==> src/rtl/u409_tack_sequencer.sv <==
// u409_tack_sequencer: 68040 local-bus transfer-termination sequencer.
// Per-channel wait states, optional external-ready qualifier, cache-inhibit
// attribute and a bus-error watchdog. All outputs are registered; the pads
// and their tristate buffers live at the top level.
module u409_tack_sequencer #(
  parameter int unsigned NUM_CH  = 4,
  parameter int unsigned DELAY_W = 4,
  parameter int unsigned TO_W    = 8,
  parameter int unsigned TIMEOUT = 200
) (
  input  logic                        CLK40,
  input  logic                        RESETn,
  input  logic                        TSn,
  input  logic [NUM_CH-1:0]           CH_SEL,
  input  logic [NUM_CH*DELAY_W-1:0]   CH_DELAY,
  input  logic [NUM_CH-1:0]           CH_EXT,
  input  logic [NUM_CH-1:0]           EXT_RDY,
  input  logic [NUM_CH-1:0]           CH_CI,
  input  logic                        TO_CLR,
  output logic                        TACKn,
  output logic                        TACK_OE,
  output logic                        TBIn,
  output logic                        TCIn,
  output logic                        TEAn,
  output logic                        TEA_OE,
  output logic                        BUSY,
  output logic                        TO_FLAG
);

  localparam int unsigned CH_W = (NUM_CH > 1) ? $clog2(NUM_CH) : 1;

  localparam logic [2:0] S_IDLE   = 3'd0;
  localparam logic [2:0] S_WAIT   = 3'd1;
  localparam logic [2:0] S_ACK    = 3'd2;
  localparam logic [2:0] S_ERR    = 3'd3;
  localparam logic [2:0] S_NEGATE = 3'd4;

  localparam bit              WD_EN   = (TIMEOUT != 0);
  localparam logic [TO_W-1:0] WD_LAST = TO_W'(TIMEOUT - 1);

  logic [2:0]         state, state_d;
  logic [CH_W-1:0]    ch, ch_d;
  logic [DELAY_W-1:0] cnt, cnt_d;
  logic               ext, ext_d;
  logic               ci, ci_d;
  logic [TO_W-1:0]    wd, wd_d;

  logic [CH_W-1:0]    sel_ch;
  logic [DELAY_W-1:0] sel_dly;
  logic               sel_ext;
  logic               sel_ci;
  logic               rdy;
  logic               wd_hit;

  logic tackn_d, tack_oe_d, tbin_d, tcin_d, tean_d, tea_oe_d, busy_d, to_flag_d;

  // Lowest-index priority decode of the region select and its attributes
  always_comb begin
    sel_ch  = '0;
    sel_dly = '0;
    sel_ext = 1'b0;
    sel_ci  = 1'b0;
    for (int i = int'(NUM_CH) - 1; i >= 0; i--) begin
      if (CH_SEL[i]) begin
        sel_ch  = CH_W'(i);
        sel_dly = CH_DELAY[i*DELAY_W +: DELAY_W];
        sel_ext = CH_EXT[i];
        sel_ci  = CH_CI[i];
      end
    end
  end

  // Termination conditions while waiting; ready takes priority over timeout
  always_comb begin
    rdy    = (cnt == '0) && (!ext || EXT_RDY[ch]);
    wd_hit = WD_EN && (wd == WD_LAST);
  end

  // Next-state and per-transfer context
  always_comb begin
    state_d = state;
    ch_d    = ch;
    cnt_d   = cnt;
    ext_d   = ext;
    ci_d    = ci;
    wd_d    = wd;
    case (state)
      S_IDLE: begin
        if (!TSn && (CH_SEL != '0)) begin
          state_d = S_WAIT;
          ch_d    = sel_ch;
          cnt_d   = sel_dly;
          ext_d   = sel_ext;
          ci_d    = sel_ci;
          wd_d    = '0;
        end
      end
      S_WAIT: begin
        if (rdy) begin
          state_d = S_ACK;
        end else if (wd_hit) begin
          state_d = S_ERR;
        end else begin
          cnt_d = (cnt != '0) ? cnt - 1'b1 : cnt;
          wd_d  = wd + 1'b1;
        end
      end
      S_ACK:    state_d = S_NEGATE;
      S_ERR:    state_d = S_NEGATE;
      S_NEGATE: state_d = S_IDLE;
      default:  state_d = S_IDLE;
    endcase
  end

  // Output values for the state being entered, so outputs align with state
  always_comb begin
    tackn_d   = (state_d != S_ACK);
    tack_oe_d = (state_d == S_ACK) || ((state_d == S_NEGATE) && TACK_OE);
    tean_d    = (state_d != S_ERR);
    tea_oe_d  = (state_d == S_ERR) || ((state_d == S_NEGATE) && TEA_OE);
    tbin_d    = !((state_d == S_ACK) || (state_d == S_ERR));
    tcin_d    = !((state_d == S_ACK) && ci_d);
    busy_d    = (state_d != S_IDLE);
    if (state_d == S_ERR) begin
      to_flag_d = 1'b1;
    end else if (TO_CLR) begin
      to_flag_d = 1'b0;
    end else begin
      to_flag_d = TO_FLAG;
    end
  end

  // State and context registers
  always_ff @(posedge CLK40) begin
    if (!RESETn) begin
      state <= S_IDLE;
      ch    <= '0;
      cnt   <= '0;
      ext   <= 1'b0;
      ci    <= 1'b0;
      wd    <= '0;
    end else begin
      state <= state_d;
      ch    <= ch_d;
      cnt   <= cnt_d;
      ext   <= ext_d;
      ci    <= ci_d;
      wd    <= wd_d;
    end
  end

  // Registered bus outputs
  always_ff @(posedge CLK40) begin
    if (!RESETn) begin
      TACKn   <= 1'b1;
      TACK_OE <= 1'b0;
      TBIn    <= 1'b1;
      TCIn    <= 1'b1;
      TEAn    <= 1'b1;
      TEA_OE  <= 1'b0;
      BUSY    <= 1'b0;
      TO_FLAG <= 1'b0;
    end else begin
      TACKn   <= tackn_d;
      TACK_OE <= tack_oe_d;
      TBIn    <= tbin_d;
      TCIn    <= tcin_d;
      TEAn    <= tean_d;
      TEA_OE  <= tea_oe_d;
      BUSY    <= busy_d;
      TO_FLAG <= to_flag_d;
    end
  end

endmodule
==> config.mk <==
export PLATFORM = sky130hd
export DESIGN_NAME = u409_tack_sequencer
export DESIGN_NICKNAME = d
export VERILOG_FILES = /design/src/rtl/u409_tack_sequencer.sv
export SDC_FILE = /design/constraint.sdc
export NUM_CORES = 1
export LEC_CHECK = 0
export BUFFER_PORTS_ARGS = -buffer_cell sky130_fd_sc_hd__buf_2
export CAP_MARGIN = 20
export CELL_PAD_IN_SITES_DETAIL_PLACEMENT = 2
export CELL_PAD_IN_SITES_GLOBAL_PLACEMENT = 2
export CORE_MARGIN = 1
export CORE_UTILIZATION = 30
export CTS_CLUSTER_DIAMETER = 200
export DETAILED_ROUTE_END_ITERATION = 8
export PLACE_DENSITY_LB_ADDON = 0.12
export SLEW_MARGIN = 10
export SYNTH_ARGS = -nofsm -noshare
export SYNTH_HDL_FRONTEND = slang
export SYNTH_SLANG_ARGS = --single-unit
==> constraint.sdc <==
create_clock -name CLK40 -period 2.8 [get_ports CLK40]
set_input_delay 0.42 -clock CLK40 [delete_from_list [all_inputs] [get_ports CLK40]]
set_output_delay 0.42 -clock CLK40 [all_outputs]
set_load 0.01 [all_outputs]
==> out/qor.yml <==
synth.top_cell.area_share_pct: 39.78
seq_area_frac_synth_pct: 39.78
dieArea_mm2: 0.004802
drt-initial-drc-count: 39
status: "completed"
crit_type: "register to register"
cts_setup_buffers: 0
final_cells: 260
ys.flop_type: "dfxtp_1"
ir_drop_v: 0.0002115
reg2reg_depth: 5
design_area_mm2: 0.001684
switching_share_pct: 33.66
gp_congestion: 0.7419
fin_crit_sh_pct: 74.18
synth_edf_count: 0
cts_inserted_buffers: 3
synth_cells: 163
setup_viol: 0
drt-total-wl_um: 4289
clockBufferDepth: 2
p_leak_nw: 0.6718
rrSetupSlack_ns: 0.72
path_clk_slew_ns: 0.10
areaGrowthSynthToFinish_pct: 23.94
antenna_found_initial: 0
die_h_um: 69.30
crit_path_max_fanout: 15
nFillCells: 515
final_nets: 248
hp-class: "primary input to register"
cts-resized-gates: 0
clkSinkCount: 27
avgSynthCellArea_um2: 8.336
cap_viol_max_count: 0
hold_depth: 3
pwr-share-seq_pct: 47.4
yosysTopAreaCell: "dfxtp_1"
hold_viol_final: 0
synth.net_count: 202
synth_area_mm2: 0.001359
yosysUniqueCellTypes: 42
cp.arrival_ns: 2.29
postSynth.asyncResetShare_pct: 0
initial_core_util_pct: 31.21
r2r_end: "wd[5]"
cts-root-buf: "clkbuf_8"
viasPerCell: 5.538
grt_pass1_wl_um: 7141
final_antenna_net_count: 0
critPathLaunchType: "register"
holdBufCountCts: 0
core-area_mm2: 0.004354
io_pins: 44
max_clock_freq_mhz: 481.5
worstHoldStart: "TO_CLR"
fin_util_pct: 38.68
rsz0062_at_grt: "no"
vias: 1440
max_slew.worst_pin.slew_ns: 0.9870
setup-tns-final_ns: 0
grt_max_degree: 16
routedWlPerCell_um: 16.50
slowest_delay_ns: 0.62
first_pass_iters: 5
r2r_start: "ch[0]"
layout_min_cycle_time_ns: 2.077
skew_ns: 0.003474
overflow: 0
cp-end-kind: "register"
switching_power_uw: 315.0
placed_area_mm2: 0.001638
synth-seq-cells: 27
num_rows: 24
port_buffers: 43
drc: 0
whs_endpoint: "TO_FLAG"
grt_pass1_vias: 1506
diodes: 0
netlist_top_cells_area: "dfxtp_1 40%, a21oi_1 7.0%, nand2_1 5.0%, nor2_1 3.0%, a22oi_1 2.8%"
clk_latency_ns: 0.27
slew_viol_final: 0
die_w_um: 69.30
layout_setup_ws_ns: 0.7230
crit_start: "ch[0]"
yosys_warnings: 0
cts.htree.levels: 1
track_usage_pct: 18.42
post-place-ws_ns: 0.6642
p_int_uw: 620.7
pwr-share-clk_pct: 24.2
cp_slowest_cell: "or4_1"
cp.required_ns: 3.01
cts_tree: "done"
path_cells: "mux2_2, o22ai_2, o21ai_1, or4_1, a21oi_1"
layout-drive-gt1-share_pct: 27.40
powerDensity_mw_per_mm2: 555.6
dp.cells: 256
pwr-share-comb_pct: 28.3
max-slew-margin-rel_pct: 33.76
place_hpwl_um: 3383
critical path, delay by kind of cell, from the launching register on:
family           cells  cell delay (ns)
AO/OA/AOI/OAI        3             0.66
AND/OR/NAND/NOR      1             0.62
multiplexers         1             0.36
flip-flops           1             0.37
worst max-delay path by stage:
stage | end | slack, ns | cells after the start
after detailed placement | wd[5] | 0.66 | 6
after global placement | wd[5] | 0.74 | 6
after floorplan | cnt[0] | 1.00 | 5
final | wd[5] | 0.72 | 5
after CTS | wd[5] | 0.72 | 5
after global routing | wd[5] | 0.62 | 5
power groups by stage:
stage	sequential, mW	combinational, mW	clock (mW)
3_5_place_dp	0.452	0.267	0
3_3_place_gp	0.450	0.254	0
6_report	0.444	0.265	0.227
4_1_cts	0.444	0.269	0.237
2_1_floorplan	0.448	0.168	0
5_1_grt	0.449	0.296	0.247
per-layer routing:
| layer | up-vias | part of all wire, % | GRT usage [%] | wire length [um] |
|---|---|---|---|---|
| met4 | 0 | 0.47 | 3.401 | 20 |
| met5 | - | 0 | 0 | 0 |
| met2 | 45 | 50 | 33.44 | 2126 |
| li1 | 704 | - | - | - |
| met1 | 689 | 45 | 23.25 | 1950 |
| met3 | 2 | 4.5 | 2.471 | 191 |
cells by family (layout without fill, tap and decap cells):
kind of cell / after synthesis / in the layout / share of synthesized area [%]
AO/OA/AOI/OAI: 59 / 59 / 28.36
XOR/XNOR: 1 / 1 / 0.6447
adder cells (fa/ha/maj): 3 / 3 / 2.763
buffers and inverters: 10 / 55 / 2.854
flip-flops: 27 / 27 / 39.78
multiplexers: 3 / 3 / 2.394
AND/OR/NAND/NOR: 60 / 60 / 23.20
synthesized netlist by cell type, types with 2 or more instances:
master,instances
o21a_1,2
nand3_1,5
nand4_1,2
o211ai_1,3
inv_1,6
nor2_1,11
or4_1,4
and2_1,2
mux2_2,2
nor3b_1,2
nand2b_1,3
or3_1,4
a211oi_1,3
o31ai_1,5
clkbuf_1,3
o2111ai_1,3
nand2_1,18
o22ai_1,6
a22oi_1,5
ha_1,3
o21ai_0,6
dfxtp_1,27
a21oi_1,19
final cells by class:
class,count,area [um2],share of cell area [%]
Multi-Input combinational cell,126,779.5,46.29
Clock buffer,3,41.29,2.452
Inverter,6,22.52,1.337
Tap cell,52,65.06,3.863
Clock inverter,1,5.005,0.2972
Timing Repair Buffer,45,230.2,13.67
Sequential cell,27,540.5,32.09
sequential cells by signal, indices dropped and copies added, names as in the netlist:
signal and count:
TBIn 1, TCIn 1, TO_FLAG 1, ci 1, state 3, BUSY 1
cnt 4, TEAn 1, ext 1, TACK_OE 1, wd 8, ch 2
TACKn 1, TEA_OE 1
metrics by stage:
| stage | hold slack (ns) | total power, mW |
|---|---|---|
| floorplan | 0.3707 | 0.6158 |
| global placement | 0.4044 | 0.7039 |
| detailed placement | 0.4191 | 0.7186 |
| CTS | 0.4189 | 0.9491 |
| global route | 0.4323 | 0.9925 |
| finish | 0.4211 | 0.9357 |
cell usage in the layout, fill, tap and decap left out, drive strengths merged, types with 2 or more instances in the layout:
master / count
nor2: 11
nor3b: 2
nand3: 5
mux2: 2
a22oi: 5
a211oi: 3
or2: 2
or3: 4
o21ai: 7
nand4: 2
dfxtp: 27
nand2b: 3
o211ai: 3
o21a: 2
and2: 2
ha: 3
buf: 45
or4: 5
nand2: 19
o22ai: 7
inv: 6
o31ai: 5
clkbuf: 3
o2111ai: 3
a21oi: 19
nor4: 2
(Power assumes the default switching activity.)
